$ cat config.mk
export PLATFORM = sky130hd
export DESIGN_NAME = mem_access_unit
export DESIGN_NICKNAME = d
export VERILOG_FILES = /design/src/rtl/mem_access_pkg.sv /design/src/rtl/load_extract.sv /design/src/rtl/mem_access_unit.sv
export SDC_FILE = /design/constraint.sdc
export NUM_CORES = 1
export LEC_CHECK = 0
export BUFFER_PORTS_ARGS = -buffer_cell sky130_fd_sc_hd__buf_2
export CAP_MARGIN = 0
export CORE_UTILIZATION = 50
export CTS_BUF_LIST = sky130_fd_sc_hd__clkbuf_16
export CTS_CLUSTER_SIZE = 16
export DETAILED_ROUTE_END_ITERATION = 6
export PLACE_DENSITY = 0.84
export SLEW_MARGIN = 20
export SYNTH_ARGS = -nofsm -noshare
export SYNTH_HDL_FRONTEND = slang
export SYNTH_SLANG_ARGS = --single-unit
$ cat constraint.sdc
create_clock -name clk -period 5 [get_ports clk]
set_input_delay 0.25 -clock clk [delete_from_list [all_inputs] [get_ports clk]]
set_output_delay 0.25 -clock clk [all_outputs]
set_load 0.1 [all_outputs]
$ cat src/rtl/mem_access_pkg.sv
// mem_access_pkg: shared encodings for the M/W load/store unit.
//   size_e  - access size encoding on req_size (byte/half/word/dword)
//   state_e - control state of mem_access_unit
package mem_access_pkg;

  typedef enum logic [1:0] {
    SZ_BYTE  = 2'd0,
    SZ_HALF  = 2'd1,
    SZ_WORD  = 2'd2,
    SZ_DWORD = 2'd3
  } size_e;

  typedef enum logic [1:0] {
    IDLE   = 2'd0,
    ISSUE  = 2'd1,
    WAIT_R = 2'd2,
    RESP   = 2'd3
  } state_e;

endpackage

$ cat src/rtl/load_extract.sv
// load_extract: combinational load-data alignment and extension.
//   rdata       in  DATA_W  raw bus read data
//   off         in  OFF_W   byte offset of the access within the bus word
//   size        in  2       access size (size_e), already legal for DATA_W
//   is_unsigned in  1       zero-extend instead of sign-extend
//   ext         out DATA_W  right-justified, extended load data
module load_extract
  import mem_access_pkg::*;
#(
  parameter int unsigned DATA_W = 32,
  parameter int unsigned OFF_W  = $clog2(DATA_W / 8)
) (
  input  logic [DATA_W-1:0] rdata,
  input  logic [OFF_W-1:0]  off,
  input  size_e             size,
  input  logic              is_unsigned,
  output logic [DATA_W-1:0] ext
);

  logic [DATA_W-1:0] tmp;
  logic [DATA_W-1:0] word_ext;

  always_comb begin
    tmp = rdata >> {off, 3'b000};
  end

  // On a 32-bit bus a word is already full width and passes through.
  if (DATA_W == 32) begin : g_word_full
    always_comb begin
      word_ext = tmp;
    end
  end else begin : g_word_ext
    always_comb begin
      word_ext = {{(DATA_W-32){~is_unsigned & tmp[31]}}, tmp[31:0]};
    end
  end

  always_comb begin
    ext = tmp;
    unique case (size)
      SZ_BYTE: ext = {{(DATA_W-8){~is_unsigned & tmp[7]}}, tmp[7:0]};
      SZ_HALF: ext = {{(DATA_W-16){~is_unsigned & tmp[15]}}, tmp[15:0]};
      SZ_WORD: ext = word_ext;
      default: ext = tmp;
    endcase
  end

endmodule

$ cat src/rtl/mem_access_unit.sv
// mem_access_unit: single-outstanding load/store unit at the M/W boundary.
// Accepts one op in IDLE, drives a ready/valid memory port with byte
// enables and lane-replicated store data, then returns extended load data
// with a one-cycle rsp_valid pulse. busy holds the pipeline while active.
//   clk, reset             core clock, synchronous active-high reset
//   req_*                  pipeline request (req_ready = unit idle)
//   mem_*                  memory port (registered outputs)
//   rsp_valid/rdata/err    completion pulse, load data, address error
//   busy                   state is not IDLE
// Build option: define ALIGN_CHECK_EN to report misaligned ops via rsp_err
// instead of rounding the offset down and performing the access.
module mem_access_unit
  import mem_access_pkg::*;
#(
  parameter int unsigned DATA_W = 32,
  parameter int unsigned ADDR_W = 32
) (
  input  logic                  clk,
  input  logic                  reset,
  input  logic                  req_valid,
  output logic                  req_ready,
  input  logic                  req_we,
  input  logic [1:0]            req_size,
  input  logic                  req_unsigned,
  input  logic [ADDR_W-1:0]     req_addr,
  input  logic [DATA_W-1:0]     req_wdata,
  output logic                  mem_valid,
  input  logic                  mem_ready,
  output logic                  mem_we,
  output logic [ADDR_W-1:0]     mem_addr,
  output logic [DATA_W/8-1:0]   mem_be,
  output logic [DATA_W-1:0]     mem_wdata,
  input  logic                  mem_rvalid,
  input  logic [DATA_W-1:0]     mem_rdata,
  output logic                  rsp_valid,
  output logic [DATA_W-1:0]     rsp_rdata,
  output logic                  rsp_err,
  output logic                  busy
);

  localparam int unsigned BYTES = DATA_W / 8;
  localparam int unsigned OFF_W = $clog2(BYTES);

  state_e              state_q;
  logic                we_q;
  size_e               size_q;
  logic                uns_q;
  logic [OFF_W-1:0]    off_q;
  logic                mem_valid_q;
  logic                mem_we_q;
  logic [ADDR_W-1:0]   mem_addr_q;
  logic [BYTES-1:0]    mem_be_q;
  logic [DATA_W-1:0]   mem_wdata_q;
  logic                rsp_valid_q;
  logic [DATA_W-1:0]   rsp_rdata_q;
  logic                rsp_err_q;

  // Request decode, evaluated against the live req_* inputs in IDLE.
  size_e               size_d;
  logic [3:0]          nbytes;
  logic [OFF_W-1:0]    off_mask;
  logic [OFF_W-1:0]    off_raw;
  logic [OFF_W-1:0]    off_d;
  logic                err_d;
  logic [2*BYTES-1:0]  lanes;
  logic [BYTES-1:0]    be_d;
  logic [DATA_W-1:0]   wdata_d;
  logic [ADDR_W-1:0]   addr_d;
  logic [DATA_W-1:0]   ld_data;

  always_comb begin
    size_d = size_e'(req_size);
    // A dword on a 32-bit bus is narrowed to a word so the lane math stays
    // within the bus; with checking enabled it is flagged as an error below.
    if (DATA_W == 32 && req_size == SZ_DWORD) size_d = SZ_WORD;
    nbytes   = 4'd1 << size_d;
    off_mask = OFF_W'(nbytes - 4'd1);
    off_raw  = req_addr[OFF_W-1:0];
`ifdef ALIGN_CHECK_EN
    err_d = (|(off_raw & off_mask)) || (DATA_W == 32 && req_size == SZ_DWORD);
    off_d = off_raw;
`else
    err_d = 1'b0;
    off_d = off_raw & ~off_mask;
`endif
    lanes   = ((2*BYTES)'(1) << nbytes) - (2*BYTES)'(1);
    be_d    = BYTES'(lanes << off_d);
    addr_d  = {req_addr[ADDR_W-1:OFF_W], {OFF_W{1'b0}}};
    wdata_d = req_wdata;
    unique case (size_d)
      SZ_BYTE: wdata_d = {BYTES{req_wdata[7:0]}};
      SZ_HALF: wdata_d = {(BYTES/2){req_wdata[15:0]}};
      SZ_WORD: wdata_d = {(BYTES/4){req_wdata[31:0]}};
      default: wdata_d = req_wdata;
    endcase
  end

  load_extract #(
    .DATA_W (DATA_W),
    .OFF_W  (OFF_W)
  ) u_load_extract (
    .rdata       (mem_rdata),
    .off         (off_q),
    .size        (size_q),
    .is_unsigned (uns_q),
    .ext         (ld_data)
  );

  always_ff @(posedge clk) begin
    if (reset) begin
      state_q     <= IDLE;
      we_q        <= 1'b0;
      size_q      <= SZ_BYTE;
      uns_q       <= 1'b0;
      off_q       <= '0;
      mem_valid_q <= 1'b0;
      mem_we_q    <= 1'b0;
      mem_addr_q  <= '0;
      mem_be_q    <= '0;
      mem_wdata_q <= '0;
      rsp_valid_q <= 1'b0;
      rsp_rdata_q <= '0;
      rsp_err_q   <= 1'b0;
    end else begin
      unique case (state_q)
        IDLE: begin
          if (req_valid) begin
            we_q        <= req_we;
            size_q      <= size_d;
            uns_q       <= req_unsigned;
            off_q       <= off_d;
            mem_we_q    <= req_we;
            mem_addr_q  <= addr_d;
            mem_be_q    <= be_d;
            mem_wdata_q <= wdata_d;
            if (err_d) begin
              rsp_valid_q <= 1'b1;
              rsp_err_q   <= 1'b1;
              rsp_rdata_q <= '0;
              state_q     <= RESP;
            end else begin
              mem_valid_q <= 1'b1;
              state_q     <= ISSUE;
            end
          end
        end
        ISSUE: begin
          if (mem_ready) begin
            mem_valid_q <= 1'b0;
            if (we_q) begin
              rsp_valid_q <= 1'b1;
              rsp_err_q   <= 1'b0;
              rsp_rdata_q <= '0;
              state_q     <= RESP;
            end else begin
              state_q <= WAIT_R;
            end
          end
        end
        WAIT_R: begin
          if (mem_rvalid) begin
            rsp_valid_q <= 1'b1;
            rsp_err_q   <= 1'b0;
            rsp_rdata_q <= ld_data;
            state_q     <= RESP;
          end
        end
        RESP: begin
          rsp_valid_q <= 1'b0;
          state_q     <= IDLE;
        end
        default: state_q <= IDLE;
      endcase
    end
  end

  always_comb begin
    req_ready = (state_q == IDLE);
    busy      = (state_q != IDLE);
  end

  assign mem_valid = mem_valid_q;
  assign mem_we    = mem_we_q;
  assign mem_addr  = mem_addr_q;
  assign mem_be    = mem_be_q;
  assign mem_wdata = mem_wdata_q;
  assign rsp_valid = rsp_valid_q;
  assign rsp_rdata = rsp_rdata_q;
  assign rsp_err   = rsp_err_q;

endmodule

==> reports/metrics.yaml, run 1 <==
worst_setup_path:
  ff2ff_setup_slack_ns: 2.44
  cp-end-kind: "register"
  cp_max_fo: 26
  cp.required_ns: 5.17
  cp-start-kind: "register"
  critPathKind: "reg -> reg"
  cp_data_arrival_time_ns: 2.73
sta:
  finalCritPeriodShare_pct: 51.1
  rsz0062_at_grt: "false"
  fin_crit_ns: 2.56
  clock-skew-final_ns: 0.0135
  setup-violations-final: 0
  worst_hold_slack_ns: 0.144
  max_slew_margin_pct: 28.2
  tns_ns: 0
  worstMarginPinSlew_ns: 1.08
  hold_viol: 0
  fmaxAchievable_mhz: 391
  drv_slew: 0
clock_network:
  cts_buffers: 9
  cts_setup_buffers: 0
  clk_latency_ns: 0.34
  cts.sinks: 108
  clock-root-buffer: "clkbuf_16"
  hold_buffers: 0
  ctsResizeCount: 0
  clkSlewWorstSetupHoldPaths_ns: 0.07
  ctsLongestPathBuffers: 2
  tritoncts: "yes"
  htreeDepth: 3
synth:
  async_flop_share_pct: 0
  synthTopCellsByCount: "nand2_1, dfxtp_1, a21oi_1"
  synth_top_cell_by_area: "dfxtp_1"
  synth_ff_type: "dfxtp_1"
  synth.area.top_cells: "dfxtp_1, nand2_1, mux2i_1, a21oi_1, o21ai_0"
  avgSynthCellArea_um2: 8.46
  yosys_warnings: 0
  synth_compound_area_share_pct: 23.2
  ys_seq_area_share_pct: 45.4
  syn_area_um2: 4760
  synth_xor_area_share_pct: 0
  yosys.area_share.adder_pct: 1.05
  synth-edff-count: 0
  synth_top_area_share_pct: 45.4
  ys_ff_latch: 108
  synth_top_family_by_area: "compound AO/OA/AOI/OAI gates"
  syn_inst: 563
  synthSimpleGateAreaFrac_pct: 16.2
  synth_cell_type_count: 41
  yosysMostFrequentCell: "nand2_1"
  synthMuxAreaShare_pct: 8.86
layout:
  diodes: 0
  area_growth_pct: 27.0
  nets: 844
  drive_gt1_share_pct: 31.9
  post-route-cell-area_um2: 6040
die:
  die_h_um: 99.6
  num_rows: 35
  initial_core_util_pct: 51.5
  dieWidth_um: 99.6
  core_area_um2: 9240
  pin_count: 211
  die_area_um2: 9920
route:
  viasPerCell: 5.45
  drt-pass1-iter-count: 5
  drc_errors: 0
  drt-total-wl_mm: 13.3
  wl_per_cell_um: 15.3
  drt_iter0_drc: 168
  vias: 4739
  drtAntennaViolNets: 0
outcome:
  status: "completed"
min_path:
  hp-class: "in -> reg"
global_route:
  gr-total-overflow: 0
  grt_pass1_vias: 4439
  grt_max_degree: 104
  grt_pass1_wl_mm: 21.1
  antenna_found_initial: 0
  gr-usage-all-layers_pct: 26.6
placed_design:
  io_buffers: 207
  place_area_um2: 5760
  dpl.hpwl_mm: 9.61
  globalplace.congestion: 0.889
pwr:
  power.total_mw: 3.89
  ir_worst_vdd_v: 0.000377
  cellPowerDensity_nw_per_um2: 644
  power.leakage_nw: 2.81
job:
  cap_violations: 0
-- metrics by stage --
step | instances | setup slack, ns | utilization, %
2_1_floorplan | 565 | 2.34 | -
3_3_place_gp | 853 | 2.64 | 62.4
3_5_place_dp | 853 | 2.47 | 62.4
4_1_cts | 869 | 2.49 | 65.4
5_1_grt | 869 | 2.30 | 65.4
6_report | 869 | 2.44 | 65.4
-- path summary, 6_finish.rpt --
| check | startpoint | endpoint | cells past startpoint |
|---|---|---|---|
| worst min-delay path | req_addr[6] | mem_addr[6]$_SDFFE_PP0P_ | 3 |
| worst min register to register | mem_addr[11]$_SDFFE_PP0P_ | mem_addr[11]$_SDFFE_PP0P_ | 2 |
| worst max register to register | off_q[1]$_SDFFE_PP0P_ | rsp_rdata[17]$_SDFFE_PP0P_ | 4 |
| worst max-delay path | off_q[1]$_SDFFE_PP0P_ | rsp_rdata[17]$_SDFFE_PP0P_ | 4 |
-- area by class of cell --
type | instances | area, um2
Clock buffer | 9 | 225
Clock inverter | 7 | 55.1
Fill cell | 784 | 3200
Inverter | 7 | 26.3
Multi-Input combinational cell | 400 | 2360
Sequential cell | 108 | 2160
Tap cell | 129 | 161
Timing Repair Buffer | 209 | 1050
-- state kept, by name, indices dropped and copies added, names as in the netlist --
register	cells
rsp_rdata	32
state_q	2
off_q	2
size_q	2
uns_q	1
rsp_valid	1
mem_we	1
mem_addr	30
mem_be	4
mem_wdata	32
mem_valid	1
-- routing by layer --
layer | track usage, % | vias to the layer above | share of wire, %
met3 | 6.54 | 20 | 8.2
met5 | 0 | - | 0
li1 | - | 2314 | -
met4 | 10.6 | 0 | 2.1
met1 | 31.6 | 2203 | 41
met2 | 45.9 | 202 | 49
-- worst max-delay path, cell delays in order (launching register included) --
cell and delay [ns]:
dfxtp_1 1.04, mux4_2 0.65, o21ai_1 0.15, a2111o_1 0.37
o21ai_0 0.18
-- cell usage in the layout (no fill, tap or decap), types with 2 or more instances in the layout --
| master | netlist | routed |
|---|---|---|
| clkbuf_16 | 0 | 9 |
| inv_1 | 7 | 7 |
| nor2b_1 | 17 | 17 |
| nand2_1 | 120 | 119 |
| buf_2 | 10 | 206 |
| a311oi_1 | 10 | 10 |
| a32oi_1 | 14 | 14 |
| a21oi_1 | 55 | 55 |
| nor2_1 | 38 | 38 |
| nor3_1 | 2 | 2 |
| a211o_1 | 8 | 8 |
| a211oi_1 | 10 | 10 |
| inv_6 | 0 | 4 |
| mux2_2 | 7 | 7 |
| buf_4 | 4 | 3 |
| a21bo_2 | 2 | 2 |
| mux2i_1 | 32 | 32 |
| a22oi_1 | 3 | 3 |
| o21ai_0 | 33 | 33 |
| a2bb2oi_1 | 9 | 9 |
| conb_1 | 1 | 3 |
| ha_1 | 4 | 4 |
| o211ai_1 | 8 | 8 |
| a22o_1 | 8 | 8 |
| dfxtp_1 | 108 | 108 |
| and2_1 | 3 | 2 |
-- power breakdown --
| part | switching [mW] | internal (mW) |
|---|---|---|
| Clock | 0.324 | 0.346 |
| Combinational | 1.71 | 0.374 |
| Sequential | 0.112 | 1.03 |
| Total | 2.15 | 1.75 |
-- cell families (layout without fill, tap and decap cells) --
logic type,count (synthesis),in the layout
DFF,108,108
AOI/OAI and AO/OA,167,167
buffers and inverters,57,232
and+or+nand+nor,186,186
other,1,3
muxes,40,40
adders and majority gates,4,4
(Power assumes the default switching activity.)
==> run 2, diff against run 1 <==
--- a/config.mk
+++ b/config.mk
@@ -5,13 +5,14 @@
 export SDC_FILE = /design/constraint.sdc
 export NUM_CORES = 1
 export LEC_CHECK = 0
+export ABC_AREA = 1
 export BUFFER_PORTS_ARGS = -buffer_cell sky130_fd_sc_hd__buf_2
 export CAP_MARGIN = 0
-export CORE_UTILIZATION = 50
+export CORE_UTILIZATION = 48
 export CTS_BUF_LIST = sky130_fd_sc_hd__clkbuf_16
 export CTS_CLUSTER_SIZE = 16
 export DETAILED_ROUTE_END_ITERATION = 6
-export PLACE_DENSITY = 0.84
+export PLACE_DENSITY = 0.8
 export SLEW_MARGIN = 20
 export SYNTH_ARGS = -nofsm -noshare
 export SYNTH_HDL_FRONTEND = slang
==> constraint.sdc (replaced) <==
create_clock -name clk -period 2.62 [get_ports clk]
set_input_delay 0.131 -clock clk [delete_from_list [all_inputs] [get_ports clk]]
set_output_delay 0.131 -clock clk [all_outputs]
set_load 0.1 [all_outputs]
==> reports/metrics.yaml, run 2 <==
worst_setup_path:
  cp-end-kind: "register"
  cp_max_fo: 79  # +200%
  cp_data_arrival_time_ns: 2.27  # -0.46 ns
  critPathKind: "reg -> reg"
  cp.required_ns: 2.81  # -2.36 ns
  cpMostUsedCell: "buf_4"
  crit_slowest_cell: "buf_4"
  cp_cell_sequence: "inv_1, ha_2, nand2_2, buf_4, nor2_1, buf_4, a22oi_1, a21oi_1"
  ff2ff_setup_slack_ns: 0.55  # -1.90 ns
  cp-start-kind: "register"
  max_stage_delay_ns: 0.58  # -0.46 ns
die:
  dieWidth_um: 105  # +5.4%
  pin_count: 211  # unchanged
  core_area_um2: 10300  # +12%
  initial_core_util_pct: 49.3  # -2.2 points
  die_area_um2: 11000  # +11%
  die_h_um: 105  # +5.4%
  num_rows: 37  # +5.7%
clock_network:
  clk_latency_ns: 0.34  # about the same
  cts_setup_buffers: 0  # unchanged
  ctsResizeCount: 0  # unchanged
  cts.sinks: 108  # unchanged
  cts_buffers: 9  # unchanged
  tritoncts: "yes"
  clkSlewWorstSetupHoldPaths_ns: 0.08  # about the same
  ctsLongestPathBuffers: 2  # unchanged
  clock-root-buffer: "clkbuf_16"
  htreeDepth: 3  # unchanged
synth:
  syn_inst: 722  # +28%
  ys_seq_area_share_pct: 42.5  # -2.9 points
  synthTopCellsByCount: "nand2_1, dfxtp_1, nor2_1"
  avgSynthCellArea_um2: 7.05  # -17%
  synth.area.top_cells: "dfxtp_1, nand2_1, a21oi_1, nor2_1, o21ai_0"
  yosysMostFrequentCell: "nand2_1"
  yosys_warnings: 0  # unchanged
  async_flop_share_pct: 0  # unchanged
  ys_ff_latch: 108  # unchanged
  synth_top_cell_by_area: "dfxtp_1"
  synth-edff-count: 0  # unchanged
  synth_top_area_share_pct: 42.5  # -2.9 points
  syn_area_um2: 5090  # +6.9%
  synth_ff_type: "dfxtp_1"
  synth_cell_type_count: 37  # -9.8%
route:
  wl_per_cell_um: 13.4  # -12%
  vias: 5339  # +13%
  drtAntennaViolNets: 0  # unchanged
  drc_errors: 0  # unchanged
  drt_iter0_drc: 216  # +29%
  drt-total-wl_mm: 14.1  # +6.2%
  viasPerCell: 5.09  # -6.7%
  drt-pass1-iter-count: 4  # -1
global_route:
  grt_max_degree: 80  # -23%
  gr-usage-all-layers_pct: 26.0  # -0.58 points
  antenna_found_initial: 0  # unchanged
  gr-total-overflow: 0  # unchanged
  grt_pass1_vias: 4911  # +11%
  grt_pass1_wl_mm: 23.1  # +9.5%
layout:
  area_growth_pct: 26.8
  layout_common_cells: "buf_2, nand2_1, dfxtp_1, nor2_1, a21oi_1"
  fin_cells: 1049  # +21%
  nets: 1017  # +20%
  layout_commonest_cell: "buf_2"
  diodes: 0  # unchanged
  drive_gt1_share_pct: 30.7  # -1.2 points
pwr:
  p_int_mw: 3.59  # +110%
  ir_worst_vdd_v: 0.000838  # +120%
  seqPwrFrac_pct: 26.5  # -2.8 points
  power.total_mw: 8.14  # +110%
  p_comb_share_pct: 55.9  # +2.4 points
  cellPowerDensity_nw_per_um2: 1260  # +96%
  power.leakage_nw: 3.19  # +14%
  switchingPower_mw: 4.55  # +110%
  swShare_pct: 55.9  # +0.78 points
  p_clk_share_pct: 17.6  # +0.4 points
sta:
  fin_crit_ns: 2.07  # -0.482 ns
  worst_hold_slack_ns: 0.0368  # -0.107 ns
  rsz0062_at_grt: "false"
  tns_ns: 0  # unchanged
  clock-skew-final_ns: 0.00761  # -0.00586 ns
  drv_slew: 0  # unchanged
  finalCritPeriodShare_pct: 79.2  # +28 points
  setup-violations-final: 0  # unchanged
  hold_viol: 0  # unchanged
  max_slew_margin_pct: 47.1  # +19 points
  fmaxAchievable_mhz: 482  # +23%
  worstMarginPinSlew_ns: 0.794  # -0.282 ns
placed_design:
  io_buffers: 207  # unchanged
  dp.cells: 1032  # +21%
  globalplace.congestion: 0.895  # +0.62%
  dpl.hpwl_mm: 10.2  # +6.0%
outcome:
  status: "completed"
job:
  cap_violations: 0  # unchanged
min_path:
  hp-class: "in -> reg"
run 2: cell count changes after synthesis, moves of 13 or more:
cell / previous run / this run
a21oi_1: 55 / 78
a21oi_2: 0 / 14
a32oi_1: 14 / 0
clkbuf_1: 34 / 21
inv_1: 7 / 46
mux2i_1: 32 / 0
nand2_1: 120 / 183
nand3_1: 1 / 29
nor2_1: 38 / 94
nor2b_1: 17 / 0
o21ai_0: 33 / 63
run 2: power by group through the flow:
stage	logic, mW	clock network, mW	registers [mW]
floorplan	1.75	0	4.35
global placement	4.51	0	2.19
detailed placement	4.54	0	2.19
CTS	4.55	1.46	2.16
global route	4.84	1.51	2.20
finish	4.55	1.43	2.16
run 2: worst max-delay path, delay by kind of cell (launching register included):
family	cells	cell delay, ns
flops	1	0.42
fa+ha+maj	1	0.21
buf+inv	3	0.89
simple gates	2	0.14
compound gates	2	0.24
run 2: layer usage:
metal / GRT usage, % / vias to the layer above / part of all wire [%]
met5: 0 / - / 0
met3: 6.61 / 26 / 8.4
li1: - / 2706 / -
met2: 45.8 / 218 / 48
met1: 30.3 / 2389 / 41
met4: 9.36 / 0 / 2.4
run 2: layout make-up:
cell class	instances	area (um2)
Clock buffer	9	225
Clock inverter	7	87.6
Fill cell	945	3870
Inverter	52	204
Multi-Input combinational cell	515	2450
Sequential cell	108	2160
Tap cell	136	170
Timing Repair Buffer	222	1150
run 2: logic make-up (layout without fill, tap and decap cells):
group	after synthesis	after routing	synth area share (%)
fa+ha+maj	4	4	0.983
compound gates	182	182	20.2
buf+inv	101	290	9.54
simple gates	326	326	26.7
other cells	1	3	0.0737
flops	108	108	42.5
run 2: worst paths after layout:
path,startpoint,to,depth (start not counted)
setup / recovery,state_q[0]$_SDFFE_PP0P_,mem_wdata[25]$_SDFFE_PP0P_,8
hold / removal,req_addr[7],mem_addr[7]$_SDFFE_PP0P_,3
setup reg to reg,state_q[0]$_SDFFE_PP0P_,mem_wdata[25]$_SDFFE_PP0P_,8
hold reg to reg,rsp_rdata[7]$_SDFFE_PP0P_,rsp_rdata[7]$_SDFFE_PP0P_,2
run 2: repair_timing:
| action | 4_1_cts | 5_1_grt |
|---|---|---|
| hold endpoints to repair | 0 | 1 |
| hold buffers | 0 | 1 |
| endpoints found under the setup margin | 0 | 0 |
run 2: through the flow:
| stage | worst slack [ns] | instance area, um2 | utilization (%) |
|---|---|---|---|
| 5_1_grt | 0.320 | 6450 | 62.5 |
| 2_1_floorplan | 0.294 | 5100 | - |
| 3_3_place_gp | 0.613 | 6130 | 59.4 |
| 3_5_place_dp | 0.556 | 6130 | 59.4 |
| 6_report | 0.545 | 6450 | 62.5 |
| 4_1_cts | 0.544 | 6440 | 62.4 |
